==> src/rtl/therm_adc_sampler.sv <==
// Thermistor ADC front-end: clocks an MCP3001-style serial ADC, averages
// 2^AVG_LOG2 conversions and publishes the top OUT_BITS of the mean.
module therm_adc_sampler #(
  parameter int CLK_DIV    = 4,
  parameter int ADC_BITS   = 10,
  parameter int AVG_LOG2   = 3,
  parameter int SAMPLE_GAP = 1000,
  parameter int OUT_BITS   = 4
) (
  input  logic                clk,
  input  logic                rst_n,
  input  logic                enable,
  input  logic                adc_miso,
  output logic                adc_sclk,
  output logic                adc_cs_n,
  output logic [OUT_BITS-1:0] v_therm,
  output logic                v_valid,
  output logic                busy
);

  localparam int HALF_N  = 2 * (ADC_BITS + 2);
  localparam int HALF_W  = $clog2(HALF_N);
  localparam int DIV_MAX = (SAMPLE_GAP > CLK_DIV) ? SAMPLE_GAP : CLK_DIV;
  localparam int DIV_W   = $clog2(DIV_MAX) + 1;
  localparam int ACC_W   = ADC_BITS + AVG_LOG2;
  localparam int CNT_W   = AVG_LOG2 + 1;

  localparam logic [DIV_W-1:0]  DIV_LAST   = DIV_W'(CLK_DIV - 1);
  localparam logic [DIV_W-1:0]  GAP_LAST   = DIV_W'(SAMPLE_GAP - 1);
  localparam logic [HALF_W-1:0] HALF_LAST  = HALF_W'(HALF_N - 1);
  localparam logic [HALF_W-1:0] DATA_HALF  = HALF_W'(5);
  localparam logic [CNT_W-1:0]  CNT_LAST   = CNT_W'((1 << AVG_LOG2) - 1);

  typedef enum logic [2:0] {IDLE, CS_SETUP, SHIFT, CS_HOLD, ACCUM, GAP} state_t;

  state_t              state, state_nxt;
  logic [DIV_W-1:0]    div_cnt, div_nxt;
  logic [HALF_W-1:0]   half_cnt, half_nxt;
  logic                sclk_nxt, cs_n_nxt, sample_now, group_done;
  logic [ADC_BITS-1:0] shift_reg;
  logic [ACC_W-1:0]    acc, sum;
  logic [CNT_W-1:0]    cnt;

  always_comb begin
    state_nxt = state;
    div_nxt   = div_cnt;
    half_nxt  = half_cnt;
    case (state)
      IDLE: begin
        div_nxt  = '0;
        half_nxt = '0;
        if (enable) state_nxt = CS_SETUP;
      end
      CS_SETUP: begin
        if (div_cnt == DIV_LAST) begin
          div_nxt   = '0;
          half_nxt  = '0;
          state_nxt = SHIFT;
        end else begin
          div_nxt = div_cnt + 1'b1;
        end
      end
      SHIFT: begin
        // half_cnt walks the SCLK half-periods; odd halves are SCLK high
        if (div_cnt == DIV_LAST) begin
          div_nxt = '0;
          if (half_cnt == HALF_LAST) state_nxt = CS_HOLD;
          else                       half_nxt  = half_cnt + 1'b1;
        end else begin
          div_nxt = div_cnt + 1'b1;
        end
      end
      CS_HOLD: begin
        if (div_cnt == DIV_LAST) begin
          div_nxt   = '0;
          state_nxt = ACCUM;
        end else begin
          div_nxt = div_cnt + 1'b1;
        end
      end
      ACCUM: begin
        div_nxt   = '0;
        state_nxt = GAP;
      end
      GAP: begin
        if (div_cnt == GAP_LAST) begin
          div_nxt   = '0;
          state_nxt = enable ? CS_SETUP : IDLE;
        end else begin
          div_nxt = div_cnt + 1'b1;
        end
      end
      default: state_nxt = IDLE;
    endcase
  end

  // Pins are registered from the next-state decode so they stay glitch-free
  assign sclk_nxt   = (state_nxt == SHIFT) && half_nxt[0];
  assign cs_n_nxt   = !((state_nxt == CS_SETUP) || (state_nxt == SHIFT) || (state_nxt == CS_HOLD));
  assign sample_now = sclk_nxt && !adc_sclk && (half_nxt >= DATA_HALF);
  assign sum        = acc + ACC_W'(shift_reg);
  assign group_done = (cnt == CNT_LAST);

  always_ff @(posedge clk or negedge rst_n) begin
    if (!rst_n) begin
      state    <= IDLE;
      div_cnt  <= '0;
      half_cnt <= '0;
      adc_cs_n <= 1'b1;
      adc_sclk <= 1'b0;
      busy     <= 1'b0;
    end else begin
      state    <= state_nxt;
      div_cnt  <= div_nxt;
      half_cnt <= half_nxt;
      adc_cs_n <= cs_n_nxt;
      adc_sclk <= sclk_nxt;
      busy     <= (state_nxt != IDLE);
    end
  end

  // The mean's top bits are sum's top bits, so no explicit shift is needed
  always_ff @(posedge clk or negedge rst_n) begin
    if (!rst_n) begin
      shift_reg <= '0;
      acc       <= '0;
      cnt       <= '0;
      v_therm   <= '0;
      v_valid   <= 1'b0;
    end else begin
      v_valid <= 1'b0;
      if (sample_now) shift_reg <= {shift_reg[ADC_BITS-2:0], adc_miso};
      if (state == ACCUM) begin
        if (group_done) begin
          v_therm <= sum[ACC_W-1 -: OUT_BITS];
          v_valid <= 1'b1;
          acc     <= '0;
          cnt     <= '0;
        end else begin
          acc <= sum;
          cnt <= cnt + 1'b1;
        end
      end else if (state_nxt == IDLE) begin
        acc <= '0;
        cnt <= '0;
      end
    end
  end

endmodule

==> config.mk <==
export PLATFORM = sky130hd
export DESIGN_NAME = therm_adc_sampler
export DESIGN_NICKNAME = d
export VERILOG_FILES = /design/src/rtl/therm_adc_sampler.sv
export SDC_FILE = /design/constraint.sdc
export NUM_CORES = 1
export LEC_CHECK = 0
export ABC_AREA = 1
export BUFFER_PORTS_ARGS = -buffer_cell sky130_fd_sc_hd__clkbuf_2
export CORE_MARGIN = 2
export CORE_UTILIZATION = 32
export CTS_CLUSTER_SIZE = 25
export DETAILED_ROUTE_END_ITERATION = 6
export HOLD_SLACK_MARGIN = 0.08
export PLACE_DENSITY = 0.54
export SLEW_MARGIN = 20
export SYNTH_ARGS = -nofsm -noshare
export SYNTH_HDL_FRONTEND = slang
export SYNTH_SLANG_ARGS = --single-unit
==> constraint.sdc <==
create_clock -name clk -period 3.6 [get_ports clk]
set_clock_uncertainty 0.2 [all_clocks]
set_input_delay 0.54 -clock clk [delete_from_list [all_inputs] [get_ports clk]]
set_output_delay 0.54 -clock clk [all_outputs]
set_load 0.03 [all_outputs]
==> flow_metrics.py <==
metrics = {
    "cts": {
        "worstSkewPairLatency_ns": 0.31,
        "cts_setup_buffers": 0,
        "root_buffer": "clkbuf_8",
        "path_clk_slew_ns": 0.11,
        "post_cts_resized": 0,
        "cts_buffers": 5,
        "cts_tree": "built",
        "htree_levels": 2,
        "cts_hold_buf": 0,
        "cts.sink_count": 54,
        "clk_path_buf_depth": 2,
    },
    "routing": {
        "via_per_inst": 4.63,
        "first_iter_violations": 134,
        "ant_nets": 0,
        "num_vias": 2634,
        "first_pass_iters": 4,
        "wire_per_inst_um": 11.3,
        "routed_wl_um": 6450,
        "post-route-drc-count": 0,
    },
    "synthesis": {
        "synth_top_area_share_pct": 42.2,
        "yosys-top-cells-area": "dfrtp_1 42%, nand2_1 17%, nand3_1 8.1%, ha_1 5.2%, inv_1 4.2%",
        "yosysUniqueCellTypes": 35,
        "synth_nets": 439,
        "yosysSeqAreaShare_pct": 43.0,
        "syn_area_mm2": 0.00314,
        "yosysTopAreaCell": "dfrtp_1",
        "ys_ff_latch": 54,
        "synthCells": 421,
        "avgSynthCellArea_um2": 7.47,
        "yosysWarnings": 0,
    },
    "run_status": {
        "outcome": "finished clean",
    },
    "power_and_ir_drop": {
        "power_per_cell_area_mw_per_mm2": 293,
        "p_leak_nw": 1.80,
        "power.total_w": 0.00101,
        "vdd.ir_drop.worst_uv": 163,
    },
    "critical_path": {
        "cp_cell_sequence": "ha_1, inv_2, nor2_1, nand3_1, nor2_2, nor2_1, nand2_1, nand3_2, nor3_2, nand2_2, nand2_1, nand2_1",
        "worst_path_most_repeated_cell": "nand2_1",
        "required_ns": 3.61,
        "slowest_stage": "nor3_2",
        "critPathKind": "flip-flop to flip-flop",
        "end_kind": "flip-flop",
        "critPathMaxStageDelay_ns": 0.56,
        "crit_arrival_ns": 2.86,
        "cp_max_fo": 11,
        "worstSetupStartpointType": "flip-flop",
    },
    "grt": {
        "grt_pass1_vias": 2423,
        "grtUsageTotal_pct": 13.2,
        "grt_overflow": 0,
        "antenna_found_initial": 0,
        "grt_pass1_wl_um": 11100,
        "grt_max_degree": 37,
    },
    "hold_path": {
        "worstHoldPathType": "primary input to async pin",
    },
    "timing": {
        "min_period_ns": 2.85,
        "holdWs_ns": 0.147,
        "drv_slew": 0,
        "rsz0062_at_grt": "no",
        "hold_viol": 0,
        "fin_setup_tns_ns": 0,
        "max_slew_margin_pct": 38.0,
        "setup_violations": 0,
        "max_freq_ghz": 0.351,
        "worst_slew_pin_slew_ns": 0.930,
        "fin_crit_sh_pct": 79.1,
    },
    "die": {
        "start_util_pct": 32.6,
        "io_pins": 12,
        "rows": 36,
        "die-height_um": 103,
        "die_x_um": 103,
        "fp.dieArea_mm2": 0.0106,
        "core_mm2": 0.00964,
    },
    "placement": {
        "io_buffers": 11,
        "place_congestion": 0.815,
        "place_hpwl_um": 4830,
    },
    "layout": {
        "n_fill_cell": 1061,
        "largest_register_ffs": 13,
        "syn2layout_area_growth_pct": 9.03,
        "multiInputGateArea_mm2": 0.00159,
        "seqCellArea_mm2": 0.00135,
        "diodes": 0,
        "drive_above_1_share_pct": 11.5,
        "fin_nets": 453,
    },
    "run": {
        "drv_cap": 0,
    },
}
## through the flow
step / cell area (um^2) / util (%) / worst slack, ns / std cells
5_1_grt: 3430 / 35.6 / 0.401 / 569
4_1_cts: 3430 / 35.6 / 0.697 / 569
2_1_floorplan: 3140 / - / 1.40 / 421
3_3_place_gp: 3340 / 34.6 / 0.826 / 561
3_5_place_dp: 3340 / 34.6 / 0.738 / 561
6_report: 3430 / 35.6 / 0.752 / 569
## layer usage
layer	vias to the layer above	routed length, um	GRT usage [%]
li1	1393	-	-
met1	1213	3230	17.7
met2	21	2990	21.8
met5	-	0	0
met3	7	159	2.51
met4	0	69	3.64
## cell usage after synthesis, drive strengths merged
library cell  instances
dfrtp                53
o2111ai               1
or2                   3
inv                  42
fa                    1
dfstp                 1
o21ai                17
clkbuf                1
o211ai                2
xor2                  2
buf                   5
nand4                 4
nor2                 41
o21bai                2
or3                   1
a31oi                 1
ha                   13
o221ai                1
a21boi                6
nand3                52
nand2               148
clkinv                1
nor3                  5
a21oi                18
## worst max-delay path: cells and delay by family (launching register included)
| kind | cells | cell delay (ns) |
|---|---|---|
| buffers and inverters | 1 | 0.05 |
| and+or+nand+nor | 10 | 1.88 |
| adders and majority gates | 1 | 0.21 |
| DFF | 1 | 0.40 |
## final timing paths
check | startpoint | end | slack (ns) | cells after the start
worst min register to register | acc[8]$_DFFE_PN0P_ | acc[8]$_DFFE_PN0P_ | 0.29 | 2
min in group clk | adc_miso | shift_reg[0]$_DFFE_PN0P_ | 0.27 | 3
worst max register to register | div_cnt[0]$_DFFE_PN0P_ | shift_reg[4]$_DFFE_PN0P_ | 0.75 | 12
worst max-delay path | div_cnt[0]$_DFFE_PN0P_ | shift_reg[4]$_DFFE_PN0P_ | 0.75 | 12
max in group asynchronous | rst_n | adc_sclk$_DFF_PN0_ | 2.23 | 2
worst min-delay path | rst_n | div_cnt[4]$_DFFE_PN0P_ | 0.15 | 1
## where the power goes
group          leakage, nW  switching, W  internal, W   total, W
Sequential           0.617    0.00000270     0.000609   0.000611
Combinational         1.14     0.0000282    0.0000116  0.0000398
Clock               0.0441      0.000217     0.000138   0.000354
Total                 1.80      0.000248     0.000758    0.00101
## cells by family (layout without fill, tap and decap cells)
family	count (synthesis)	count (layout)	share of synthesized area, %
compound gates	48	48	8.83
buf+inv	49	64	6.53
fa+ha+maj	14	14	5.81
simple gates	254	254	35.3
flops	54	54	43.0
xor+xnor	2	2	0.557
## layout make-up
cell class                      count  share of cell area, %
Sequential cell                    54                   39.5
Inverter                           43                   4.74
Timing Repair Buffer               13                   2.04
Multi-Input combinational cell    318                   46.3
Tap cell                          133                   4.85
Clock inverter                      3                  0.620
Clock buffer                        5                   2.01
## cell usage in the layout, fill, tap and decap left out, drive strengths merged, types with 4 or more instances in the layout
cell,instances
inv,42
dfrtp,53
a21boi,6
nand2,148
nand4,4
nor2,41
clkbuf,16
ha,13
nand3,52
o21ai,17
a21oi,18
nor3,5
(Power assumes the default switching activity.)
